`src/rtl/vga_edge_reader.sv`:
```
// ---------------------------------------------------------------------------
// vga_edge_reader
//   Display-side reader for the Sobel edge-magnitude frame held in SDRAM.
//   Generates VGA raster timing, pops one 16-bit pixel word per visible pixel
//   from the SDRAM read-port FIFO (normal mode: data valid the cycle after
//   rd_req), and maps the 12-bit magnitude to 10-bit grey on R, G and B.
//   A FIFO underflow blanks the rest of the frame, discards stale words and
//   realigns the reader on the next frame boundary.
//
// Ports
//   clk           pixel clock
//   rst_n         asynchronous active-low reset
//   rd_data[15:0] FIFO read data; [11:0] magnitude 0..2048, [15:12] unused
//   rd_empty      FIFO empty
//   rd_req        FIFO pop request (combinational)
//   frame_sync    1-cycle pulse when h_cnt = v_cnt = 0; SDRAM side restarts
//                 its frame address on it
//   oVGA_R/G/B    10-bit grey pixel colour
//   oVGA_HS       hsync, active low
//   oVGA_VS       vsync, active low
//   oVGA_BLANK_N  high in the visible region
//   underflow     sticky underflow flag, cleared only by reset
//   dbg_state     current FSM state (0 ARM, 1 RUN, 2 DRAIN)
//
// FIFO handshake: a word is popped in every cycle where rd_req=1, and rd_req
// is only ever raised while rd_empty=0. The popped word is on rd_data in the
// following cycle, which is exactly when the registered sync/blank outputs
// for the pixel that requested it are presented.
// ---------------------------------------------------------------------------
module vga_edge_reader #(
   parameter int H_ACTIVE = 640,
   parameter int H_FP     = 16,
   parameter int H_SYNC   = 96,
   parameter int H_BP     = 48,
   parameter int V_ACTIVE = 480,
   parameter int V_FP     = 10,
   parameter int V_SYNC   = 2,
   parameter int V_BP     = 33
) (
   input  logic        clk,
   input  logic        rst_n,
   input  logic [15:0] rd_data,
   input  logic        rd_empty,
   output logic        rd_req,
   output logic        frame_sync,
   output logic [9:0]  oVGA_R,
   output logic [9:0]  oVGA_G,
   output logic [9:0]  oVGA_B,
   output logic        oVGA_HS,
   output logic        oVGA_VS,
   output logic        oVGA_BLANK_N,
   output logic        underflow,
   output logic [1:0]  dbg_state
);

   localparam int H_TOTAL = H_ACTIVE + H_FP + H_SYNC + H_BP;
   localparam int V_TOTAL = V_ACTIVE + V_FP + V_SYNC + V_BP;
   localparam int HW      = $clog2(H_TOTAL);
   localparam int VW      = $clog2(V_TOTAL);

   localparam logic [HW-1:0] H_LAST     = HW'(H_TOTAL - 1);
   localparam logic [HW-1:0] H_VIS      = HW'(H_ACTIVE);
   localparam logic [HW-1:0] H_SYNC_LO  = HW'(H_ACTIVE + H_FP);
   localparam logic [HW-1:0] H_SYNC_HI  = HW'(H_ACTIVE + H_FP + H_SYNC - 1);
   localparam logic [VW-1:0] V_LAST     = VW'(V_TOTAL - 1);
   localparam logic [VW-1:0] V_VIS      = VW'(V_ACTIVE);
   localparam logic [VW-1:0] V_SYNC_LO  = VW'(V_ACTIVE + V_FP);
   localparam logic [VW-1:0] V_SYNC_HI  = VW'(V_ACTIVE + V_FP + V_SYNC - 1);

   typedef enum logic [1:0] {
      ST_ARM   = 2'd0,
      ST_RUN   = 2'd1,
      ST_DRAIN = 2'd2
   } state_t;

   state_t        state_q, state_d;
   logic [HW-1:0] h_cnt_q, h_cnt_d;
   logic [VW-1:0] v_cnt_q, v_cnt_d;
   logic          underflow_q, underflow_d;
   logic          pop_vld_q, pop_vld_d;
   logic          hs_q, hs_d;
   logic          vs_q, vs_d;
   logic          blank_n_q, blank_n_d;
   logic          frame_sync_q, frame_sync_d;

   logic          active;
   logic          frame_end;
   logic          hs_raw;
   logic          vs_raw;
   logic [11:0]   mag;
   logic [9:0]    grey;
   logic [9:0]    rgb;
   logic          unused_hi;

   // ---------------- raster decode ----------------
   assign active    = (h_cnt_q < H_VIS) && (v_cnt_q < V_VIS);
   assign frame_end = (h_cnt_q == H_LAST) && (v_cnt_q == V_LAST);
   assign hs_raw    = !((h_cnt_q >= H_SYNC_LO) && (h_cnt_q <= H_SYNC_HI));
   assign vs_raw    = !((v_cnt_q >= V_SYNC_LO) && (v_cnt_q <= V_SYNC_HI));

   always_comb begin
      h_cnt_d = h_cnt_q + HW'(1);
      v_cnt_d = v_cnt_q;
      if (h_cnt_q == H_LAST) begin
         h_cnt_d = '0;
         v_cnt_d = (v_cnt_q == V_LAST) ? '0 : v_cnt_q + VW'(1);
      end
   end

   // Sync/blank/frame_sync are delayed one cycle so they line up with the
   // word that arrives the cycle after its pop.
   always_comb begin
      hs_d         = hs_raw;
      vs_d         = vs_raw;
      blank_n_d    = active;
      frame_sync_d = frame_end;
   end

   // ---------------- reader FSM ----------------
   always_comb begin
      state_d     = state_q;
      rd_req      = 1'b0;
      underflow_d = underflow_q;
      pop_vld_d   = 1'b0;
      case (state_q)
         ST_ARM: begin
            // Start reading only on a frame boundary with data already waiting.
            if (frame_end && !rd_empty) state_d = ST_RUN;
         end
         ST_RUN: begin
            rd_req    = active && !rd_empty;
            pop_vld_d = rd_req;
            if (active && rd_empty) begin
               underflow_d = 1'b1;
               state_d     = ST_DRAIN;
            end
         end
         ST_DRAIN: begin
            // Words popped here belong to a broken frame; they are thrown away.
            rd_req = !rd_empty;
            if (frame_end) state_d = ST_ARM;
         end
         default: state_d = ST_ARM;
      endcase
   end

   always_ff @(posedge clk or negedge rst_n) begin
      if (!rst_n) begin
         state_q      <= ST_ARM;
         h_cnt_q      <= '0;
         v_cnt_q      <= '0;
         underflow_q  <= 1'b0;
         pop_vld_q    <= 1'b0;
         hs_q         <= 1'b1;
         vs_q         <= 1'b1;
         blank_n_q    <= 1'b0;
         frame_sync_q <= 1'b0;
      end else begin
         state_q      <= state_d;
         h_cnt_q      <= h_cnt_d;
         v_cnt_q      <= v_cnt_d;
         underflow_q  <= underflow_d;
         pop_vld_q    <= pop_vld_d;
         hs_q         <= hs_d;
         vs_q         <= vs_d;
         blank_n_q    <= blank_n_d;
         frame_sync_q <= frame_sync_d;
      end
   end

   // ---------------- grey map ----------------
   // Magnitude saturates at 2047 and above; below that it is halved so the
   // 0..2046 range fills the 10-bit DAC. Bits [15:12] carry no pixel data.
   assign mag       = rd_data[11:0];
   assign grey      = (mag >= 12'd2047) ? 10'd1023 : mag[10:1];
   assign rgb       = pop_vld_q ? grey : 10'd0;
   assign unused_hi = ^rd_data[15:12];

   assign oVGA_R       = rgb;
   assign oVGA_G       = rgb;
   assign oVGA_B       = rgb;
   assign oVGA_HS      = hs_q;
   assign oVGA_VS      = vs_q;
   assign oVGA_BLANK_N = blank_n_q;
   assign frame_sync   = frame_sync_q;
   assign underflow    = underflow_q;
   assign dbg_state    = state_q;

endmodule

```
`config.mk`:
```
export PLATFORM = sky130hd
export DESIGN_NAME = vga_edge_reader
export DESIGN_NICKNAME = d
export VERILOG_FILES = /design/src/rtl/vga_edge_reader.sv
export SDC_FILE = /design/constraint.sdc
export NUM_CORES = 1
export LEC_CHECK = 0
export ABC_AREA = 1
export BUFFER_PORTS_ARGS = -buffer_cell sky130_fd_sc_hd__buf_2
export CAP_MARGIN = 30
export CORE_MARGIN = 8
export CORE_UTILIZATION = 45
export CTS_CLUSTER_SIZE = 14
export DETAILED_ROUTE_END_ITERATION = 8
export PLACE_DENSITY_LB_ADDON = 0.12
export SYNTH_ARGS = -nofsm -noshare
export SYNTH_HDL_FRONTEND = slang
export SYNTH_SLANG_ARGS = --single-unit
```
`constraint.sdc`:
```
create_clock -name clk -period 1.3 [get_ports clk]
set_input_delay 0.065 -clock clk [delete_from_list [all_inputs] [get_ports clk]]
set_output_delay 0.065 -clock clk [all_outputs]
set_load 0.01 [all_outputs]
```
# Word level (Yosys, flattened, before mapping)

Cells that the tools add are included.
Widths: inputs -> output; s select.

Register bits after elaboration: 28
Bits of input ports: 19
Output and inout port bits: 38
Word-level logic and storage cells: 48

$add $sub $neg: 2
Magnitude comparators: 7
Eq/ne operators: 7
Muxes and demuxes: 10
Reductions and logical operators: 13

Operators with widths:

| kind                  | count |
|---|---|
| $mux 10               | 4 |
| $add 10x1->10 const B | 2 |
| $eq 10x10->1 const B  | 2 |
| $ge 12x11->1 const B  | 1 |
| $ge 10x10->1 const B  | 1 |
| $ge 10x9->1 const B   | 1 |
| $le 10x10->1 const B  | 1 |
| $le 10x9->1 const B   | 1 |
| $lt 10x10->1 const B  | 1 |
| $lt 10x9->1 const B   | 1 |
| $logic_and 1x1->1     | 7 |
| $mux 2                | 3 |
| $ne 2x2->1 const B    | 3 |
| $pmux 2 s3            | 1 |
| $logic_not 1->1       | 3 |
| $reduce_and 3->1      | 1 |
| $eq 2x1->1 const B    | 1 |
| $eq 2x2->1 const B    | 1 |
| $logic_not 2->1       | 1 |
| $pmux 1 s2            | 1 |
| $reduce_and 2->1      | 1 |
| $mux 1                | 1 |

# Depth between registers and ports, before layout

Gate-level depths: netlist of run 1.

Depth in word-level cells: 5
Gate-level depth with buffers: 9
Depth with buffers taken out: 9

# Worst setup path after synthesis of run 1

Ideal clock, no wire load.

Path kind: register to register
Start: reg v_cnt_q[0]
End: reg state_q[0], in the netlist dbg_state[0]
Arrival: 1.268 ns
Path slack: -0.085 ns
Cell stages (with the launch flop): 10
Clock period less this slack: 1.385 ns
Cell sequence: dfrtp_1 -> inv_1 -> ha_1 -> nand3_1 -> nor2_2 -> nand3_2 -> nand2_2 -> nand3_2 -> nand2_1 -> nand2_1

Cells in the longest elaborated chain, start to end: 5

RTL lines:

| what                                        | line     | text |
|---|---|---|
| start: declaration                          | 78       | `logic [VW-1:0] v_cnt_q, v_cnt_d;` |
| start signal: assignment                    | 161      | `v_cnt_q <= v_cnt_d;` |
| $lt 10x9->1 or $eq 10x10->1 (tied branches) | 96, 97   |  |
| $logic_and 1x1->1 (on tied branches)        | 96, 97   |  |
| $logic_and 1x1->1 (on tied branches)        | 133, 128 |  |
| $ne 2x2->1 (no source line)                 | n/a      |  |
| $reduce_and 3->1 (no source line) (*)       | n/a      |  |
| end signal: assignment                      | 159      | `state_q <= state_d;` |
| end: declaration                            | 76       | `state_t state_q, state_d;` |

Mark *: on every way between the ends. The rest lies on a longest branch, timed or not.
A chain may end at the register's enable or synchronous reset.

# Final worst setup path of run 1

Start: reg v_cnt_q[9]
End: out rd_req

Cells in the longest elaborated chain, start to end: 4

RTL lines:

| what              | line | text |
|---|---|---|
| $lt 10x9->1       | 96   | `assign active = (h_cnt_q < H_VIS) && (v_cnt_q < V_VIS);` |
| $logic_and 1x1->1 | 96   |  |
| named net active  | 86   | `logic active;` |
| $logic_and 1x1->1 | 131  | `rd_req = active && !rd_empty;` |
| $pmux 1 s2        | 125  | `case (state_q)` |
| end: declaration  | 44   | `output logic rd_req,` |

The timed path passes the listed nets, and every way through them passes these cells.

==> flow_metrics.tcl, run 1 <==
set metrics [dict create \
    synth_fa_ha_area_frac 0.0541 \
    fill_cells 300 \
    criticalPathCategory "reg2out" \
    dp_hpwl_um 3490 \
    grt_usage 0.144 \
    dp_cells 355 \
    violations "setup timing" \
    final_nets 356 \
    synth_cell_types 31 \
    layout_worst_path_cycle_share 1.21 \
    synth_top_cell_area_share 0.352 \
    rrSetupSlack_ns -0.17 \
    rows 23 \
    final_util 0.710 \
    drc 0 \
    grt_antenna_before_repair 0 \
    drive_gt1_frac 0.524 \
    critPathCaptureType "output pin" \
    port_buffers 52 \
    synthMuxAreaShare 0 \
    grt_pass1_wl_um 7600 \
    clockBufferDepth 2 \
    initial_core_util 0.466 \
    power_density_nw_per_um2 576 \
    critPathArrivalTime_ns 1.51 \
    cp-start-kind "register" \
    slowest_stage "dfrtp_1" \
    maxCapViolCount 0 \
    synth_compound_area_frac 0.0852 \
    setup_slack_ns -0.274 \
    synth_xor_area_frac 0.0284 \
    required_ns 1.24 \
    yosysSeqAreaShare 0.380 \
    ys_ff_latch 28 \
    fin_crit_ns 1.57 \
    ff2ff_path_depth 11 \
    yosys_warnings 0 \
    drt_first_pass_iters 4 \
    synth.area.top_cells "dfrtp_1 (35%), buf_4 (8.1%), inv_1 (7.9%)" \
    core-area_sq_um 3970 \
    antenna_cells 0 \
    synth_cells 234 \
    cts_max_level 1 \
    leakage_nw 1.53 \
    crit_fanout 3 \
    die_area_sq_um 6420 \
    cp_top_family "flip-flops" \
    cts_tree "yes" \
    slew_viol_final 0 \
    cp_cell_sequence "inv_2, nand2_2, nor2_4, nand2_2, buf_6, inv_4, nand2_4, a21oi_2, buf_2" \
    final_cell_mix "buf_2 (52), buf_4 (39), inv_1 (30)" \
    finalInstanceArea_sq_um 2820 \
    seq_area_sq_um 703 \
    placed_cell_area_sq_um 2330 \
    slowest_delay_ns 0.45 \
    drt-total-wl_um 4960 \
    layout_commonest_cell "buf_2" \
    power_mw 1.63 \
    overflow 0 \
    hp-class "in2async" \
    hold_violations 0 \
    slew_headroom 0.579 \
    synth_nets 261 \
    regToRegEndpoint "pop_vld_q" \
    root_buffer "clkbuf_8" \
    drt_iter0_drc 97 \
    die_x_um 80.1 \
    cts_buffers 3 \
    grt_setup_unrepaired "true" \
    via_per_inst 4.78 \
    instances_no_fill 378 \
    fin_skew_ns 0.00948 \
    max_clock_freq_ghz 0.635 \
    routabilityCongestion 0.858 \
    die_h_um 80.1 \
    clock_sinks 28 \
    outcome "complete, but fails checks" \
    antenna_left 0 \
    dr_total_vias 1806 \
    synthSimpleGateAreaFrac 0.284 \
    synth_top_family_by_area "simple AND/OR/NAND/NOR gates" \
    r2r-start "v_cnt_q[9]" \
    preCtsSetupSlack_ns -0.0907 \
    io-pin-count 57 \
    clkTransAtPathRegs_ns 0.10 \
    setup_viol 17 \
    wl_per_cell_um 13.1 \
    multi_input_area_sq_um 1030 \
    synthesis.area_sq_um 1850 \
    path_common_cell "nand2_2" \
    synth_largest_area_cell "dfrtp_1" \
    max-vdd-ir-drop_v 0.000512 \
    grt_max_degree 29 \
    syn_to_final_growth_pct 52.5 \
    clk_latency_ns 0.28 \
    path_buf_inv 4 \
    avgSynthCellArea_sq_um 7.91 \
    grt_pass1_vias 1669 \
    tightest_slew_ns 0.632 \
]
-- sequential cells by signal, indices dropped and copies added, names as in the netlist --
signal / flops
oVGA_HS: 1
frame_sync: 1
pop_vld_q: 1
oVGA_VS: 1
dbg_state: 2
h_cnt_q: 10
oVGA_BLANK_N: 1
underflow: 1
v_cnt_q: 10
-- worst max-delay path by stage --
stage / startpoint / endpoint / slack [ns] / cells after the start
6_report: v_cnt_q[9] / rd_req / -0.27 / 9
5_1_grt: h_cnt_q[9] / rd_req / -0.37 / 9
4_1_cts: h_cnt_q[9] / rd_req / -0.29 / 9
3_5_place_dp: h_cnt_q[0] / dbg_state[0] / -0.09 / 8
3_3_place_gp: h_cnt_q[7] / v_cnt_q[7] / -0.05 / 7
2_1_floorplan: v_cnt_q[0] / dbg_state[0] / -0.01 / 9
-- synthesized netlist by cell type --
cell type,n
nand3_1,8
nand3b_1,1
nand4_1,9
o2111ai_1,1
xnor2_1,1
inv_2,4
nor2_4,1
nor2_8,1
nor3_4,1
o21ai_0,15
buf_4,20
nor2_1,25
o21bai_1,1
nand3_4,2
nand3_2,2
nor3_1,8
dfrtp_1,26
o22ai_1,1
nand2_1,33
a21oi_1,5
a21o_1,1
nand2_4,1
nor4_1,2
inv_1,39
nor2_2,2
a31oi_1,2
xor2_1,5
nand2_2,4
o21ai_1,3
dfstp_2,2
ha_1,8
-- final cells by class --
type | instances | share of cell area
inverters | 43 | 0.0616
clock inverters | 1 | 0.0106
repair buffers | 110 | 0.277
well taps | 50 | 0.0222
multi-input cells | 143 | 0.365
flip-flops and latches | 28 | 0.249
clock buffers | 3 | 0.0146
-- where the power goes --
group	total [mW]	internal, mW	leakage, nW	switching (mW)
Clock	0.695	0.412	0.0357	0.283
Sequential	0.871	0.871	0.365	0
Combinational	0.0606	0.0232	1.13	0.0374
-- cells by family after synthesis --
| logic type | count (synthesis) |
|---|---|
| flops | 28 |
| buf+inv | 63 |
| fa+ha+maj | 8 |
| compound gates | 29 |
| simple gates | 100 |
| xor+xnor | 6 |
-- worst reg2reg max path, stage by stage (launching register included) --
cell and delay (ns):
dfrtp_1 0.45, inv_2 0.09, nand2_2 0.06, nor2_4 0.09, nand2_2 0.07, buf_6 0.12, inv_4 0.05, nand2_4 0.04
buf_4 0.13, buf_4 0.12, buf_4 0.12, nor2_2 0.06
-- routing by layer --
| layer | GRT usage | vias up | wire [um] |
|---|---|---|---|
| met1 | 0.187 | 841 | 2060 |
| met2 | 0.240 | 43 | 2560 |
| met4 | 0.0273 | 0 | 17 |
| met3 | 0.0290 | 2 | 328 |
| met5 | 0 | - | 0 |
| li1 | - | 920 | - |
-- timing repair --
action,4_1_cts,5_1_grt
setup endpoints to repair,15,31
buffers inserted,10,11
hold buffers,2,0
pin swaps,12,28
resized for setup,24,52
gates cloned,0,0
hold endpoints to repair,27,0
-- stage by stage --
stage / setup TNS (ns) / hold WS (ns)
6_report: -1.74 / 0.328
5_1_grt: -3.60 / 0.386
2_1_floorplan: -0.0263 / -0.231
4_1_cts: -2.89 / 0.349
3_5_place_dp: -0.552 / 0.120
3_3_place_gp: -0.263 / 0.126
Power figures use the tool's default switching activity.
==> inputs of run 2 (changes only) <==
==> constraint.sdc (replaced) <==
create_clock -name clk -period 1.4 [get_ports clk]
set_input_delay 0.07 -clock clk [delete_from_list [all_inputs] [get_ports clk]]
set_output_delay 0.07 -clock clk [all_outputs]
set_load 0.01 [all_outputs]
==> run 2 against run 1 <==
  * Cell count shrank 5.0%
  * Register-to-register slack gained 0.16 ns
  * Global-route usage shrank 1.2 points
  * Combinational power shrank 8.9%
  * Count of clock-buffer cells in the layout grew 1
  * Worst hold slack gained 0.0066 ns
  * The flow still finishes with violations (setup timing)
  * Wire length shrank 9.3%
  * Clock skew shrank 0.0079 ns
  * Critical endpoint unchanged
==> flow_metrics.tcl, run 2 (same netlist as run 1, synthesis figures left out) <==
set metrics [dict create \
    critPathCaptureType "output pin" \
    antenna_cells 0 \
    swShare 0.208 \
    drt_iter0_drc 47 \
    die_area_sq_um 6420 \
    clkPwrFrac 0.368 \
    dr_total_vias 1729 \
    regToRegEndpoint "v_cnt_q[3]" \
    layout_worst_path_cycle_share 1.07 \
    core-area_sq_um 3970 \
    antenna_left 0 \
    drt-total-wl_um 4500 \
    final_cell_mix "buf_2 (52), inv_1 (34), nand2_1 (31)" \
    seq_area_sq_um 706 \
    overflow 0 \
    power_density_nw_per_um2 536 \
    power_mw 1.37 \
    crit_fanout 3 \
    fill_cells 356 \
    drive_gt1_frac 0.466 \
    wl_per_cell_um 12.5 \
    clk_latency_ns 0.27 \
    required_ns 1.33 \
    drc 0 \
    critPathArrivalTime_ns 1.42 \
    cp-start-kind "register" \
    cts_buffers 3 \
    grt_setup_unrepaired "true" \
    dp_hpwl_um 3240 \
    clockBufferDepth 2 \
    rrSetupSlack_ns -0.01 \
    slew_headroom 0.588 \
    multi_input_area_sq_um 965 \
    outcome "complete, but fails checks" \
    die_h_um 80.1 \
    grt_antenna_before_repair 0 \
    setup_viol 3 \
    p_int_mw 1.08 \
    p_sw_mw 0.284 \
    routabilityCongestion 0.854 \
    comb_power_share 0.040 \
    slew_viol_final 0 \
    grt_usage 0.132 \
    clkTransAtPathRegs_ns 0.09 \
    root_buffer "clkbuf_8" \
    grt_pass1_vias 1681 \
    via_per_inst 4.82 \
    fin_crit_ns 1.49 \
    grt_max_degree 29 \
    final_nets 337 \
    slowest_stage "dfrtp_1" \
    die_x_um 80.1 \
    cp_cell_sequence "inv_2, nand2_1, nor2_1, nand2_1, inv_2, nand2_2, a21oi_2, buf_2" \
    cp_top_family "flip-flops" \
    port_buffers 52 \
    hp-class "in2async" \
    grt_pass1_wl_um 7020 \
    seqPwrFrac 0.592 \
    syn_to_final_growth_pct 37.8 \
    cts_max_level 1 \
    max_clock_freq_ghz 0.669 \
    maxCapViolCount 0 \
    cts_tree "yes" \
    fin_skew_ns 0.00154 \
    layout_commonest_cell "buf_2" \
    final_util 0.642 \
    tightest_slew_ns 0.618 \
    slowest_delay_ns 0.43 \
    hold_violations 0 \
    clock_sinks 28 \
    path_buf_inv 3 \
    violations "setup timing" \
    io-pin-count 57 \
    drt_first_pass_iters 5 \
    leakage_nw 1.41 \
    criticalPathCategory "reg2out" \
    setup_slack_ns -0.0948 \
    r2r-start "h_cnt_q[1]" \
    rows 23 \
    ff2ff_path_depth 8 \
    initial_core_util 0.466 \
    max-vdd-ir-drop_v 0.000397 \
]
run 2: cell types whose count changed in the layout (fill, tap and decap cells not counted), moves of 4 or more:
cell     change
buf_4       -10
nand2_2      -5
inv_1        +4
nand2_1      +6
buf_6        -9
run 2: power groups by stage:
stage               registers [mW]  clock network (mW)  logic [mW]
floorplan                    0.824                   0      0.0112
global placement             0.824                   0      0.0527
detailed placement           0.824                   0      0.0523
CTS                          0.808               0.520      0.0568
global route                 0.809               0.540      0.0646
finish                       0.808               0.502      0.0552
run 2: stage by stage:
stage / std cells / hold slack, ns / instance area, sq um / setup WS, ns / setup TNS [ns]
floorplan: 234 / -0.226 / 1850 / 0.0145 / 0
global placement: 336 / 0.134 / 2170 / -0.00654 / -0.0116
detailed placement: 336 / 0.127 / 2170 / -0.0280 / -0.0558
CTS: 351 / 0.359 / 2350 / -0.0855 / -0.0855
global route: 359 / 0.397 / 2550 / -0.177 / -1.05
finish: 359 / 0.334 / 2550 / -0.0948 / -0.111
run 2: how the worst max path moves through the flow:
stage,startpoint,to,slack (ns),cells past startpoint
floorplan,v_cnt_q[0],dbg_state[0],0.01,9
global placement,v_cnt_q[0],dbg_state[1],-0.007,9
detailed placement,v_cnt_q[0],dbg_state[1],-0.03,9
CTS,h_cnt_q[9],rd_req,-0.09,8
global route,v_cnt_q[6],rd_req,-0.18,8
finish,v_cnt_q[9],rd_req,-0.09,8
run 2: worst register-to-register path, stage by stage, from the launching register on:
cell,delay [ns]
dfrtp_1,0.41
ha_4,0.17
nand3_4,0.15
nor2_8,0.21
buf_4,0.14
inv_2,0.06
o21ai_2,0.10
nand2_1,0.05
nor2_1,0.07
run 2: layout make-up:
type	instances	area share
Sequential cell	28	0.277
Timing Repair Buffer	91	0.236
Multi-Input combinational cell	143	0.378
Inverter	43	0.0633
Tap cell	50	0.0245
Clock buffer	4	0.0216
run 2: metal layers:
| layer | global-route usage | vias up | wire length (um) |
|---|---|---|---|
| met3 | 0.0368 | 8 | 468 |
| met1 | 0.144 | 786 | 1790 |
| li1 | - | 883 | - |
| met5 | 0 | - | 0 |
| met4 | 0.0527 | 0 | 63 |
| met2 | 0.234 | 52 | 2180 |
run 2: what timing repair did:
item | CTS | global route
hold endpoints to repair | 27 | 0
setup endpoints to repair | 8 | 15
gates resized for setup | 12 | 39
hold buffers | 2 | 0
buffers inserted | 9 | 8
pin swaps | 12 | 20
gates cloned | 0 | 0
==> inputs of run 3 (changes only) <==
--- a/config.mk
+++ b/config.mk
@@ -9,7 +9,7 @@
 export BUFFER_PORTS_ARGS = -buffer_cell sky130_fd_sc_hd__buf_2
 export CAP_MARGIN = 30
 export CORE_MARGIN = 8
-export CORE_UTILIZATION = 45
+export CORE_UTILIZATION = 46
 export CTS_CLUSTER_SIZE = 14
 export DETAILED_ROUTE_END_ITERATION = 8
 export PLACE_DENSITY_LB_ADDON = 0.12
==> constraint.sdc (replaced) <==
create_clock -name clk -period 1.4 [get_ports clk]
set_input_delay 0.21 -clock clk [delete_from_list [all_inputs] [get_ports clk]]
set_output_delay 0.21 -clock clk [all_outputs]
set_load 0.01 [all_outputs]
==> run 3 against run 2 <==
  * Sequential cell count did not move
  * Maximum frequency down 7.2%
  * Sequential power is essentially flat
  * The run still ends with setup timing left
  * Cell count is the same
  * Largest cell class unchanged
  * Core utilization up 1.7 points
  * Clock power about the same
  * Global-route usage up 0.57 points
  * Clock skew up 0.0049 ns
  * Register-to-register slack got worse by 0.13 ns
  * Critical path type unchanged
==> flow_metrics.tcl, run 3 (same netlist as run 1, synthesis figures left out) <==
set metrics [dict create \
    tightest_slew_ns 0.271 \
    clock_sinks 28 \
    power_density_nw_per_um2 533 \
    grt_setup_unrepaired "true" \
    dr_total_vias 1743 \
    max-vdd-ir-drop_v 0.000396 \
    die_x_um 79.4 \
    critPathArrivalTime_ns 1.40 \
    violations "setup timing" \
    antenna_left 0 \
    grt_usage 0.138 \
    slew_headroom 0.818 \
    clk_latency_ns 0.28 \
    grt_antenna_before_repair 0 \
    placed_cell_area_sq_um 2230 \
    syn_to_final_growth_pct 40.5 \
    maxCapViolCount 0 \
    cp-start-kind "register" \
    seq_area_sq_um 703 \
    final_cell_mix "buf_2 (47), inv_1 (33), buf_4 (28)" \
    routabilityCongestion 0.813 \
    initial_core_util 0.469 \
    preCtsSetupSlack_ns -0.0642 \
    hp-class "in2reg" \
    fin_skew_ns 0.00642 \
    critPathCaptureType "output pin" \
    tns_ns -1.06 \
    drt_iter0_drc 56 \
    overflow 0 \
    setup_slack_ns -0.211 \
    drt_first_pass_iters 5 \
    die_h_um 79.4 \
    final_util 0.659 \
    cts_buffers 3 \
    dp_cells 340 \
    die_area_sq_um 6310 \
    cts_max_level 1 \
    dp_hpwl_um 3270 \
    root_buffer "clkbuf_8" \
    fill_cells 337 \
    layout_worst_path_cycle_share 1.15 \
    clockBufferDepth 2 \
    cts_tree "yes" \
    required_ns 1.19 \
    final_nets 337 \
    hold_violations 0 \
    outcome "complete, but fails checks" \
    grt_pass1_wl_um 7210 \
    via_per_inst 4.86 \
    criticalPathCategory "reg2out" \
    max_clock_freq_ghz 0.621 \
    grt_max_degree 29 \
    instances_no_fill 359 \
    antenna_cells 0 \
    grt_pass1_vias 1673 \
    multi_input_area_sq_um 971 \
    layout_commonest_cell "buf_2" \
    setup_viol 11 \
    crit_fanout 4 \
    fin_crit_ns 1.61 \
    rows 23 \
    wl_per_cell_um 12.4 \
    drc 0 \
    finalInstanceArea_sq_um 2600 \
    core-area_sq_um 3940 \
    drive_gt1_frac 0.472 \
    port_buffers 52 \
    drt-total-wl_um 4460 \
    leakage_nw 1.43 \
    slew_viol_final 0 \
    clkTransAtPathRegs_ns 0.09 \
    io-pin-count 57 \
]
==> run 3: changes by cell type in the layout (fill, tap and decap cells not counted), sizes merged <==
cell,before,now
buf,89,90
dlygate4sd3,2,1
==> run 3: routing by layer <==
layer	global-route usage	routed length [um]
met1	0.158	1830
met2	0.243	2200
met3	0.0360	390
met4	0.0407	32
met5	0	0
==> run 3: what timing repair did <==
action / 4_1_cts / 5_1_grt
hold endpoints to repair: 26 / 0
hold buffers: 1 / 0
resized for setup: 16 / 48
setup endpoints to repair: 9 / 38
setup buffers: 11 / 3
pin swaps: 11 / 12
==> run 3: power by group <==
part | switching, mW | internal (mW) | total (mW)
Clock | 0.253 | 0.252 | 0.505
Sequential | 0 | 0.808 | 0.808
Combinational | 0.0400 | 0.0322 | 0.0721
Total | 0.293 | 1.09 | 1.39
==> run 3: area by class of cell <==
| class | count | share of cell area |
|---|---|---|
| inverter | 43 | 0.0640 |
| sequential | 28 | 0.270 |
| timing repair buffer | 91 | 0.247 |
| tap | 50 | 0.0241 |
| multi-input combinational | 143 | 0.373 |
| clock buffer | 4 | 0.0212 |
==> run 3: path summary, 6_finish.rpt <==
kind / from / end / slack, ns / depth (start not counted)
min reg2reg: underflow / underflow / 0.46 / 1
min: rd_empty / pop_vld_q / 0.1 / 2
max in group asynchronous: rst_n / oVGA_VS / 0.75 / 3
max: dbg_state[1] / rd_req / -0.21 / 5
max reg2reg: h_cnt_q[9] / dbg_state[1] / -0.14 / 11
min in group asynchronous: rst_n / h_cnt_q[0] / 0.40 / 3
==> run 3: critical path, cell delays in order, from the launching register on <==
cell and delay (ns):
dfrtp_1 0.43, inv_1 0.12, ha_1 0.25, nand2_2 0.09, a21oi_2 0.11, buf_2 0.14
==> run 3: stage by stage <==
stage          hold slack, ns  power [mW]
6_report               0.0954        1.39
5_1_grt                0.0959        1.43
4_1_cts                0.0918        1.39
3_5_place_dp            0.171       0.884
3_3_place_gp            0.167       0.883
2_1_floorplan         -0.0856       0.836
